**src/rtl/fruit_template_matcher_if.sv**
```systemverilog
// Purpose: bundles the start/config, feature stream, ROM read port and result
//          signals of fruit_template_matcher into one port.
// Ports:   master = feature/ROM source side, slave = matcher side.
interface fruit_template_matcher_if #(
  parameter int ADDR_WIDTH = 11,
  parameter int DATA_WIDTH = 8,
  parameter int LEN_WIDTH  = 11,
  parameter int SAD_WIDTH  = DATA_WIDTH + LEN_WIDTH
);
  logic                  start;
  logic [ADDR_WIDTH-1:0] base_addr;
  logic [LEN_WIDTH-1:0]  length;
  logic [SAD_WIDTH-1:0]  threshold;
  logic                  feat_valid;
  logic [DATA_WIDTH-1:0] feat_data;
  logic                  feat_ready;
  logic [ADDR_WIDTH-1:0] rom_addr;
  logic [DATA_WIDTH-1:0] rom_data;
  logic                  busy;
  logic                  done;
  logic [SAD_WIDTH-1:0]  sad;
  logic                  match;

  modport master (
    output start, base_addr, length, threshold, feat_valid, feat_data, rom_data,
    input  feat_ready, rom_addr, busy, done, sad, match
  );

  modport slave (
    input  start, base_addr, length, threshold, feat_valid, feat_data, rom_data,
    output feat_ready, rom_addr, busy, done, sad, match
  );
endinterface

```
**src/rtl/fruit_template_matcher.sv**
```systemverilog
// Purpose: streams a template ROM window against feature bytes, accumulates the
//          sum of absolute differences and flags sad < threshold.
// Latency/backpressure: start-to-done N+2 cycles with continuous feat_valid;
//          feat_valid gaps stall the window one cycle each, ROM address holds.
// Ports: i_clk, i_rst_n (sync, active-low), io_bus (slave modport: start/config,
//          feat_valid/feat_ready/feat_data, rom_addr/rom_data, busy/done/sad/match).
module fruit_template_matcher #(
  parameter int ADDR_WIDTH = 11,
  parameter int DATA_WIDTH = 8,
  parameter int LEN_WIDTH  = 11,
  parameter int SAD_WIDTH  = DATA_WIDTH + LEN_WIDTH
) (
  input  logic                      i_clk,
  input  logic                      i_rst_n,
  fruit_template_matcher_if.slave   io_bus
);

  typedef enum logic [1:0] {S_IDLE, S_PRIME, S_RUN, S_DONE} state_t;

  state_t                r_state;
  logic [ADDR_WIDTH-1:0] r_a_q;
  logic [LEN_WIDTH-1:0]  r_len;
  logic [LEN_WIDTH-1:0]  r_cnt;
  logic [SAD_WIDTH-1:0]  r_thr;
  logic [SAD_WIDTH-1:0]  r_acc;
  logic [SAD_WIDTH-1:0]  r_sad;
  logic                  r_match;
  logic                  r_done;

  logic                  w_hs;
  logic                  w_last;
  logic [ADDR_WIDTH-1:0] w_addr_inc;
  logic [DATA_WIDTH-1:0] w_diff;
  logic [SAD_WIDTH-1:0]  w_acc_nxt;

  assign w_hs       = (r_state == S_RUN) && io_bus.feat_valid;
  assign w_last     = (r_cnt == r_len - LEN_WIDTH'(1));
  assign w_addr_inc = r_a_q + ADDR_WIDTH'(1);
  assign w_diff     = (io_bus.feat_data >= io_bus.rom_data) ?
                      (io_bus.feat_data - io_bus.rom_data) :
                      (io_bus.rom_data - io_bus.feat_data);
  assign w_acc_nxt  = r_acc + SAD_WIDTH'(w_diff);

  // Look ahead one address on a handshake so the ROM's one-cycle latency
  // delivers T[a_q] exactly when the next feature byte can be accepted.
  assign io_bus.rom_addr   = w_hs ? w_addr_inc : r_a_q;
  assign io_bus.feat_ready = (r_state == S_RUN);
  assign io_bus.busy       = (r_state == S_PRIME) || (r_state == S_RUN);
  assign io_bus.done       = r_done;
  assign io_bus.sad        = r_sad;
  assign io_bus.match      = r_match;

  always_ff @(posedge i_clk) begin
    if (!i_rst_n) begin
      r_state <= S_IDLE;
      r_a_q   <= '0;
      r_len   <= '0;
      r_cnt   <= '0;
      r_thr   <= '0;
      r_acc   <= '0;
      r_sad   <= '0;
      r_match <= 1'b0;
      r_done  <= 1'b0;
    end else begin
      r_done <= 1'b0;
      case (r_state)
        S_IDLE: begin
          if (io_bus.start) begin
            r_len <= io_bus.length;
            r_thr <= io_bus.threshold;
            r_a_q <= io_bus.base_addr;
            r_cnt <= '0;
            r_acc <= '0;
            if (io_bus.length != '0) begin
              r_state <= S_PRIME;
            end else begin
              // Empty window: result is known immediately, no ROM access.
              r_state <= S_DONE;
              r_sad   <= '0;
              r_match <= (io_bus.threshold != '0);
              r_done  <= 1'b1;
            end
          end
        end
        S_PRIME: begin
          r_state <= S_RUN;
        end
        S_RUN: begin
          if (w_hs) begin
            r_acc <= w_acc_nxt;
            r_a_q <= w_addr_inc;
            r_cnt <= r_cnt + LEN_WIDTH'(1);
            if (w_last) begin
              // Result registered on entry to DONE so it is valid with done.
              r_state <= S_DONE;
              r_sad   <= w_acc_nxt;
              r_match <= (w_acc_nxt < r_thr);
              r_done  <= 1'b1;
            end
          end
        end
        S_DONE: begin
          r_state <= S_IDLE;
        end
        default: begin
          r_state <= S_IDLE;
        end
      endcase
    end
  end

endmodule
```
**src/flat_wrapper.sv**
```systemverilog
// flat-port wrapper written by rule: the top's interface ports become plain ports
module fruit_template_matcher_flat 
#(
  parameter int ADDR_WIDTH = 11,
  parameter int DATA_WIDTH = 8,
  parameter int LEN_WIDTH  = 11,
  parameter int SAD_WIDTH  = DATA_WIDTH + LEN_WIDTH
)
  (i_clk, i_rst_n, io_bus_start, io_bus_base_addr, io_bus_length, io_bus_threshold, io_bus_feat_valid, io_bus_feat_data, io_bus_rom_data, io_bus_feat_ready, io_bus_rom_addr, io_bus_busy, io_bus_done, io_bus_sad, io_bus_match);
  fruit_template_matcher_if #(.ADDR_WIDTH(ADDR_WIDTH), .DATA_WIDTH(DATA_WIDTH), .LEN_WIDTH(LEN_WIDTH), .SAD_WIDTH(SAD_WIDTH)) io_bus_i ();
  input  logic i_clk;
  input  logic i_rst_n;
  input wire logic [$bits(io_bus_i.start)-1:0] io_bus_start;
  input wire logic [$bits(io_bus_i.base_addr)-1:0] io_bus_base_addr;
  input wire logic [$bits(io_bus_i.length)-1:0] io_bus_length;
  input wire logic [$bits(io_bus_i.threshold)-1:0] io_bus_threshold;
  input wire logic [$bits(io_bus_i.feat_valid)-1:0] io_bus_feat_valid;
  input wire logic [$bits(io_bus_i.feat_data)-1:0] io_bus_feat_data;
  input wire logic [$bits(io_bus_i.rom_data)-1:0] io_bus_rom_data;
  output wire logic [$bits(io_bus_i.feat_ready)-1:0] io_bus_feat_ready;
  output wire logic [$bits(io_bus_i.rom_addr)-1:0] io_bus_rom_addr;
  output wire logic [$bits(io_bus_i.busy)-1:0] io_bus_busy;
  output wire logic [$bits(io_bus_i.done)-1:0] io_bus_done;
  output wire logic [$bits(io_bus_i.sad)-1:0] io_bus_sad;
  output wire logic [$bits(io_bus_i.match)-1:0] io_bus_match;
  assign io_bus_i.start = io_bus_start;
  assign io_bus_i.base_addr = io_bus_base_addr;
  assign io_bus_i.length = io_bus_length;
  assign io_bus_i.threshold = io_bus_threshold;
  assign io_bus_i.feat_valid = io_bus_feat_valid;
  assign io_bus_i.feat_data = io_bus_feat_data;
  assign io_bus_i.rom_data = io_bus_rom_data;
  assign io_bus_feat_ready = io_bus_i.feat_ready;
  assign io_bus_rom_addr = io_bus_i.rom_addr;
  assign io_bus_busy = io_bus_i.busy;
  assign io_bus_done = io_bus_i.done;
  assign io_bus_sad = io_bus_i.sad;
  assign io_bus_match = io_bus_i.match;
  fruit_template_matcher #(.ADDR_WIDTH(ADDR_WIDTH), .DATA_WIDTH(DATA_WIDTH), .LEN_WIDTH(LEN_WIDTH), .SAD_WIDTH(SAD_WIDTH)) u_core (.i_clk(i_clk), .i_rst_n(i_rst_n), .io_bus(io_bus_i));
endmodule
```
**config.mk**
```make
export PLATFORM = sky130hd
export DESIGN_NAME = fruit_template_matcher_flat
export DESIGN_NICKNAME = d
export VERILOG_FILES = /design/src/rtl/fruit_template_matcher_if.sv /design/src/rtl/fruit_template_matcher.sv /design/src/flat_wrapper.sv
export SDC_FILE = /design/constraint.sdc
export NUM_CORES = 1
export LEC_CHECK = 0
export ABC_AREA = 1
export CAP_MARGIN = 5
export CORE_ASPECT_RATIO = 0.9
export CORE_UTILIZATION = 59
export DETAILED_ROUTE_END_ITERATION = 12
export HOLD_SLACK_MARGIN = 0.06
export PLACE_DENSITY_LB_ADDON = 0.3
export RECOVER_POWER = 50
export SLEW_MARGIN = 10
export SYNTH_ARGS = -nofsm -noshare
export SYNTH_HDL_FRONTEND = slang
export SYNTH_SLANG_ARGS = --single-unit
```
**constraint.sdc**
```tcl
create_clock -name i_clk -period 12.2 [get_ports i_clk]
set_clock_uncertainty 0.05 [all_clocks]
set_input_delay 1.83 -clock i_clk [delete_from_list [all_inputs] [get_ports i_clk]]
set_output_delay 1.83 -clock i_clk [all_outputs]
set_load 0.005 [all_outputs]
```
==> metrics, run 1 <==
root buf cell sky130_fd_sc_hd__clkbuf_16; startpoint kind of the worst setup timing path input port; total negative setup slack 0 ns; Clock transition at path regs approximately 0.060 ns; final number of max-transition violations 61; Max Fclk 0.153 GHz; portion of synthesized cell area occupied by the leading cell type 29.9%; Initial Utilization 61.2%; standby leakage power 3.52 nW; vias per inst 5.41; # nets final about 1100; area used by multi-input combinational logic 3710 µm²; transition time at the pin with the least slew margin 2.09 ns; max-cap violation count 1; number of standard-cell rows in the floorplan 35; Setup-failing EPs final 0; total iterations of the first detailed-routing run 5; run status complete, but fails checks; count of yosys warnings during synthesis 0; flip-flop and latch count after synthesis 94; class of the tightest hold or removal check flop to flop; setup repair bufs after CTS 0; number of sinks on the clock net 94; register-to-register path setup slack 7.10 ns; gp weighted congestion 0.925; Port Buf Inserts 94; 1st-iter DRT viols ~330; Async S/R FF share, synth 0%; share of layout cells above drive strength 1 3.22%; height of the chip 100 µm; Core Area 10300 µm²; antenna violations before repair 0; net count after synthesis 1056; number of top-level pins 95; via count of the routed design around 6200; Synth cell types 41; global-route wire length before repair around 26000 µm; FF+latch area 1880 µm²; number of CTS-inserted buffers 9; total global routing overflow 0; nature of the critical path endpoint flop; antenna violation net count after detailed routing 0; number of synthesized flops with an enable pin 0; floorplan die area 11100 µm²; Crit Path Class input port to flop; via count of the first global-routing pass 6047; cts repair resizes 0; dpl cell area 7280 µm²; Final Hold Violating Endpoints 0; clk buf depth 2; cell type with the highest aggregate area in the netlist sky130_fd_sc_hd__dfxtp_1; sequential element share of the synthesized area 29.9%; clk_lat worst skew 0.35 ns; top flip-flop cell by instance count after synthesis sky130_fd_sc_hd__dfxtp_1; total standard cell area after synthesis around 6300 µm²; antenna cells 0; post-route minimum period 6.54 ns; power per cell area 201 nW/µm²; Detailed Route WL 15400 µm; mean post-synth cell area 6.67 µm²; pin count of the biggest net entering global routing 73; cells taking the most area after synthesis sky130_fd_sc_hd__dfxtp_1, sky130_fd_sc_hd__nand2_1, sky130_fd_sc_hd__ha_1, sky130_fd_sc_hd__inv_1, sky130_fd_sc_hd__a21oi_1; crit path max fanout 60; worst vdd ir 147 µV; routed len/inst 13.4 µm; share of the clock period used by the worst path 53.6%; Hold Buf Count CTS 0; cell area after layout 7640 µm²; unrepaired setup endpoints after global routing false; Horiz. Die Dim 111 µm; final standard cell utilization of the core 74.3%; growth of design area from synthesis to finish 21.5%; post-detail-place hpwl 11400 µm; signal arrival time at the worst endpoint 6.70 ns; Global Route Usage Sum 28.6%; CTS tree yes; violated checks max-capacitance violations, max-slew violations; post-detailed-route DRC marker count 0; worst rel slew slack -39.4%; CTS H-tree lvls 3; worst path required time 12.35 ns; fillers 817; Cells after Synth 944
## flip-flops by register name, indices dropped and copies added, names as in the netlist
| signal | count |
|---|---|
| u_core.r_cnt | 11 |
| u_core.r_acc | 19 |
| u_core.r_thr | 19 |
| u_core.io_bus.done | 1 |
| u_core.io_bus.sad | 19 |
| u_core.io_bus.match | 1 |
| u_core.r_len | 11 |
| u_core.r_state | 2 |
| u_core.r_a_q | 11 |
## report_power, final
group / total (mW) / switching (mW) / internal (mW) / leakage, nW
Sequential: 0.439 / 0.0557 / 0.383 / 0.770
Combinational: 0.745 / 0.454 / 0.291 / 2.57
Clock: 0.349 / 0.122 / 0.228 / 0.180
## layout by cell type, fill, tap and decap left out, types with 3 or more instances in the layout
cell / count
sky130_fd_sc_hd__o21ai_1: 4
sky130_fd_sc_hd__buf_4: 3
sky130_fd_sc_hd__xor2_1: 25
sky130_fd_sc_hd__mux2_2: 3
sky130_fd_sc_hd__nor4_1: 10
sky130_fd_sc_hd__clkbuf_16: 9
sky130_fd_sc_hd__o21ai_0: 73
sky130_fd_sc_hd__dlygate4sd3_1: 23
sky130_fd_sc_hd__nor3b_1: 3
sky130_fd_sc_hd__inv_1: 146
sky130_fd_sc_hd__nor3_1: 9
sky130_fd_sc_hd__nand2_1: 192
sky130_fd_sc_hd__o211ai_1: 4
sky130_fd_sc_hd__a21oi_1: 96
sky130_fd_sc_hd__dfxtp_1: 94
sky130_fd_sc_hd__fa_1: 3
sky130_fd_sc_hd__bufinv_16: 4
sky130_fd_sc_hd__xnor2_1: 10
sky130_fd_sc_hd__nand4_1: 19
sky130_fd_sc_hd__or2_2: 4
sky130_fd_sc_hd__clkdlybuf4s50_1: 70
sky130_fd_sc_hd__a211oi_1: 4
sky130_fd_sc_hd__ha_1: 48
sky130_fd_sc_hd__nor2_1: 92
sky130_fd_sc_hd__nand3_1: 42
sky130_fd_sc_hd__nor2_2: 3
sky130_fd_sc_hd__and2_1: 8
sky130_fd_sc_hd__nand3b_1: 3
## layer usage
layer  track usage [%]  wire length, µm  vias to the layer above
li1                  -                -                     3208
met3              5.07              784                       50
met4              13.6              531                        0
met5                 0                0                        -
met2              53.2             7640                      183
met1              31.8             6500                     2808
## Yosys cell counts, types with 2 or more instances
| library cell | count |
|---|---|
| sky130_fd_sc_hd__nor2_1 | 92 |
| sky130_fd_sc_hd__o211ai_1 | 4 |
| sky130_fd_sc_hd__clkbuf_1 | 22 |
| sky130_fd_sc_hd__buf_1 | 4 |
| sky130_fd_sc_hd__nand2_1 | 191 |
| sky130_fd_sc_hd__a221oi_1 | 2 |
| sky130_fd_sc_hd__nor4_1 | 10 |
| sky130_fd_sc_hd__nand4_1 | 19 |
| sky130_fd_sc_hd__and2_1 | 8 |
| sky130_fd_sc_hd__buf_2 | 3 |
| sky130_fd_sc_hd__nand3b_1 | 3 |
| sky130_fd_sc_hd__inv_1 | 146 |
| sky130_fd_sc_hd__xor2_1 | 25 |
| sky130_fd_sc_hd__nor2_2 | 3 |
| sky130_fd_sc_hd__nand3_1 | 42 |
| sky130_fd_sc_hd__mux2_2 | 3 |
| sky130_fd_sc_hd__buf_6 | 2 |
| sky130_fd_sc_hd__o21a_1 | 2 |
| sky130_fd_sc_hd__nor3b_1 | 3 |
| sky130_fd_sc_hd__nor3_1 | 9 |
| sky130_fd_sc_hd__or2_2 | 4 |
| sky130_fd_sc_hd__o221ai_1 | 2 |
| sky130_fd_sc_hd__ha_1 | 48 |
| sky130_fd_sc_hd__a21o_1 | 2 |
| sky130_fd_sc_hd__fa_1 | 3 |
| sky130_fd_sc_hd__o21ai_1 | 4 |
| sky130_fd_sc_hd__dfxtp_1 | 94 |
| sky130_fd_sc_hd__a211oi_1 | 4 |
| sky130_fd_sc_hd__a21oi_1 | 96 |
| sky130_fd_sc_hd__xnor2_1 | 10 |
| sky130_fd_sc_hd__clkinv_1 | 2 |
| sky130_fd_sc_hd__o21ai_0 | 73 |
## path summary, 6_finish.rpt
kind / startpoint / endpoint / cells past startpoint
min reg2reg: u_core.r_thr[15] / u_core.r_thr[15] / 2
max: io_bus_start / u_core.r_acc[9] / 8
max reg2reg: u_core.r_state[1] / u_core.r_acc[9] / 9
min: u_core.r_thr[15] / u_core.r_thr[15] / 2
## metrics by stage
stage          power, mW  std cells  setup slack (ns)  hold slack, ns
2_1_floorplan      0.966        944              6.58           0.385
3_3_place_gp        1.14       1139              5.80           0.405
3_5_place_dp        1.17       1139              5.62           0.408
4_1_cts             1.53       1155              5.93           0.418
5_1_grt             1.65       1155              5.11           0.436
6_report            1.53       1155              5.66           0.415
## layout make-up
cell class | instances | share of cell area, %
clock buffer | 11 | 3.18
timing repair buffer | 98 | 12.6
multi-input combinational | 670 | 48.6
sequential | 94 | 24.6
tap | 129 | 2.11
clock inverter | 5 | 1.69
inverter | 148 | 7.27
## worst max-delay path: stages
cell                            delay (ns)
sky130_fd_sc_hd__dlygate4sd3_1        0.57
sky130_fd_sc_hd__nand2_1              0.09
sky130_fd_sc_hd__clkbuf_1             1.49
sky130_fd_sc_hd__nand2_1              0.67
sky130_fd_sc_hd__nand2_1              0.52
sky130_fd_sc_hd__clkinv_1             0.85
sky130_fd_sc_hd__o21ai_0              0.56
sky130_fd_sc_hd__a21oi_1              0.08
## kinds of logic after synthesis
logic type / share of synthesized area [%]
xor gates and xnor gates: 4.87
AOI/OAI and AO/OA: 16.2
buffers and inverters: 11.1
and+or+nand+nor: 26.7
adders and majority gates: 10.5
muxes: 0.696
DFF: 29.9
No activity file was read; power rests on OpenSTA's default activity.
==> run 2: changes to the inputs <==
--- a/config.mk
+++ b/config.mk
@@ -8,7 +8,7 @@
 export ABC_AREA = 1
 export CAP_MARGIN = 5
 export CORE_ASPECT_RATIO = 0.9
-export CORE_UTILIZATION = 59
+export CORE_UTILIZATION = 55
 export DETAILED_ROUTE_END_ITERATION = 12
 export HOLD_SLACK_MARGIN = 0.06
 export PLACE_DENSITY_LB_ADDON = 0.3
==> constraint.sdc (replaced) <==
create_clock -name i_clk -period 6.4 [get_ports i_clk]
set_clock_uncertainty 0.05 [all_clocks]
set_input_delay 0.96 -clock i_clk [delete_from_list [all_inputs] [get_ports i_clk]]
set_output_delay 0.96 -clock i_clk [all_outputs]
set_load 0.005 [all_outputs]
==> metrics, run 2 (same netlist as run 1, synthesis figures left out) <==
run status complete, but fails checks; violated checks max-capacitance violations, max-slew violations; via count of the first global-routing pass 5676; unrepaired setup endpoints after global routing false; growth of design area from synthesis to finish 20.5%; proportion of power drawn by combinational gates 50.8%; setup repair bufs after CTS 0; met1 WL 6660 µm; Hold Buf Count CTS 0; pin count of the biggest net entering global routing 73; most frequent cells in the layout sky130_fd_sc_hd__nand2_1, sky130_fd_sc_hd__inv_1, sky130_fd_sc_hd__a21oi_1; total negative setup slack 0 ns; worst vdd ir 227 µV; sw frac a little over two fifths; number of sinks on the clock net between 90 and 100; Clock transition at path regs approximately 0.07 ns; Initial Utilization 57.3%; height of the chip 103 µm; total iterations of the first detailed-routing run 5; share of the clock period used by the worst path 84.8%; metal2 WL 7240 µm; power per cell area 360 nW/µm²; net load switching power roughly 1.2 mW; signal arrival time at the worst endpoint 5.59 ns; floorplan die area 11900 µm²; transition time at the pin with the least slew margin 2.07 ns; Post-Layout Cell Count 1178; CTS tree yes; post-detail-place hpwl approximately 11000 µm; share of layout cells above drive strength 1 between 3 and 4%; final number of max-transition violations 100; commonest non-fill, non-tap cell in the layout sky130_fd_sc_hd__nand2_1; Clk pwr share 18.7%; Horiz. Die Dim between 100 and 150 µm; number of standard-cell rows in the floorplan 36; post-detailed-route DRC marker count 0; max-cap violation count 2; cts repair resizes 0; antenna cells 0; number of CTS-inserted buffers 9; 1st-iter DRT viols 419; worst path required time 6.56 ns; Crit Path Class input port to flop; standby leakage power 3.46 nW; antenna violations before repair 0; vias per inst 5.19; gp weighted congestion approximately 0.9; crit path max fanout 60; root buf cell sky130_fd_sc_hd__clkbuf_16; number of top-level pins 95; DP Cell Count 1162; Final Hold Violating Endpoints 0; worst rel slew slack -38.3%; # nets final 1133; Global Route Usage Sum a little over a quarter; nature of the critical path endpoint flop; top routing layer in use met4; global-route wire length before repair between 20000 and 30000 µm; via count of the routed design 6108; Core Area between 10000 and 15000 µm²; post-route minimum period 5.43 ns; Detailed Route WL 14800 µm; Setup-failing EPs final 0; Max Fclk 0.184 GHz; clk_lat worst skew 0.35 ns; met3 routed wirelength ~670 µm; CTS H-tree lvls 3; Port Buf Inserts 94; clk buf depth 2; routed len/inst 12.6 µm; antenna violation net count after detailed routing 0; internal power consumption 1.55 mW; startpoint kind of the worst setup timing path input port; part of the power in registers about 31%; class of the tightest hold or removal check flop to flop; total global routing overflow 0
[run 2: changes by cell type in the layout (fill, tap and decap cells not counted), sizes merged]
cell      delta
clkinvlp     +3
bufinv       -4
clkinv       +2
buf          -1
[run 2: final timing paths]
kind	startpoint	endpoint	slack [ns]	cells after the start
min reg2reg	u_core.r_thr[16]	u_core.r_thr[16]	0.42	2
min	u_core.r_thr[16]	u_core.r_thr[16]	0.42	2
max reg2reg	u_core.r_state[0]	u_core.r_acc[12]	1.51	9
max	io_bus_start	u_core.r_acc[12]	0.97	8
[run 2: layout make-up]
cell class	count	area [µm²]
multi-input combinational	670	3710
fill	960	3410
sequential	94	1880
timing repair buffer	98	958
inverter	148	556
clock buffer	10	239
tap	152	190
clock inverter	6	45.0
[run 2: routing by layer]
layer | track usage (%) | vias to the layer above
met3 | 5.19 | 23
met1 | 32.4 | 2725
met4 | 7.99 | 0
met5 | 0 | -
met2 | 48.3 | 136
li1 | - | 3224
[run 2: metrics by stage]
step / worst slack [ns] / power, mW / area (µm²) / hold WS, ns / utilization, %
final: 0.971 / 2.73 / 7580 / 0.418 / 69.0
after global routing: 0.382 / 2.99 / 7580 / 0.443 / 69.0
after floorplan: 1.65 / 1.84 / 6290 / 0.385 / -
after global placement: 0.860 / 2.18 / 7310 / 0.406 / 66.5
after CTS: 1.06 / 2.75 / 7590 / 0.423 / 69.1
after detailed placement: 0.719 / 2.22 / 7310 / 0.414 / 66.5
[run 2: power by group through the flow]
stage,registers [mW],logic (mW),clock network (mW)
5_1_grt,0.850,1.60,0.544
3_3_place_gp,0.841,1.34,0
2_1_floorplan,0.817,1.02,0
3_5_place_dp,0.844,1.38,0
6_report,0.833,1.39,0.511
4_1_cts,0.831,1.39,0.522
[run 2: worst max-delay path, cell delays in order]
cell and delay (ns):
sky130_fd_sc_hd__dlygate4sd3_1 0.57, sky130_fd_sc_hd__nand2_1 0.08, sky130_fd_sc_hd__clkbuf_1 1.47, sky130_fd_sc_hd__nand2_1 0.63, sky130_fd_sc_hd__nand2_1 0.52, sky130_fd_sc_hd__clkinv_1 0.78, sky130_fd_sc_hd__o21ai_0 0.48, sky130_fd_sc_hd__a21oi_1 0.08
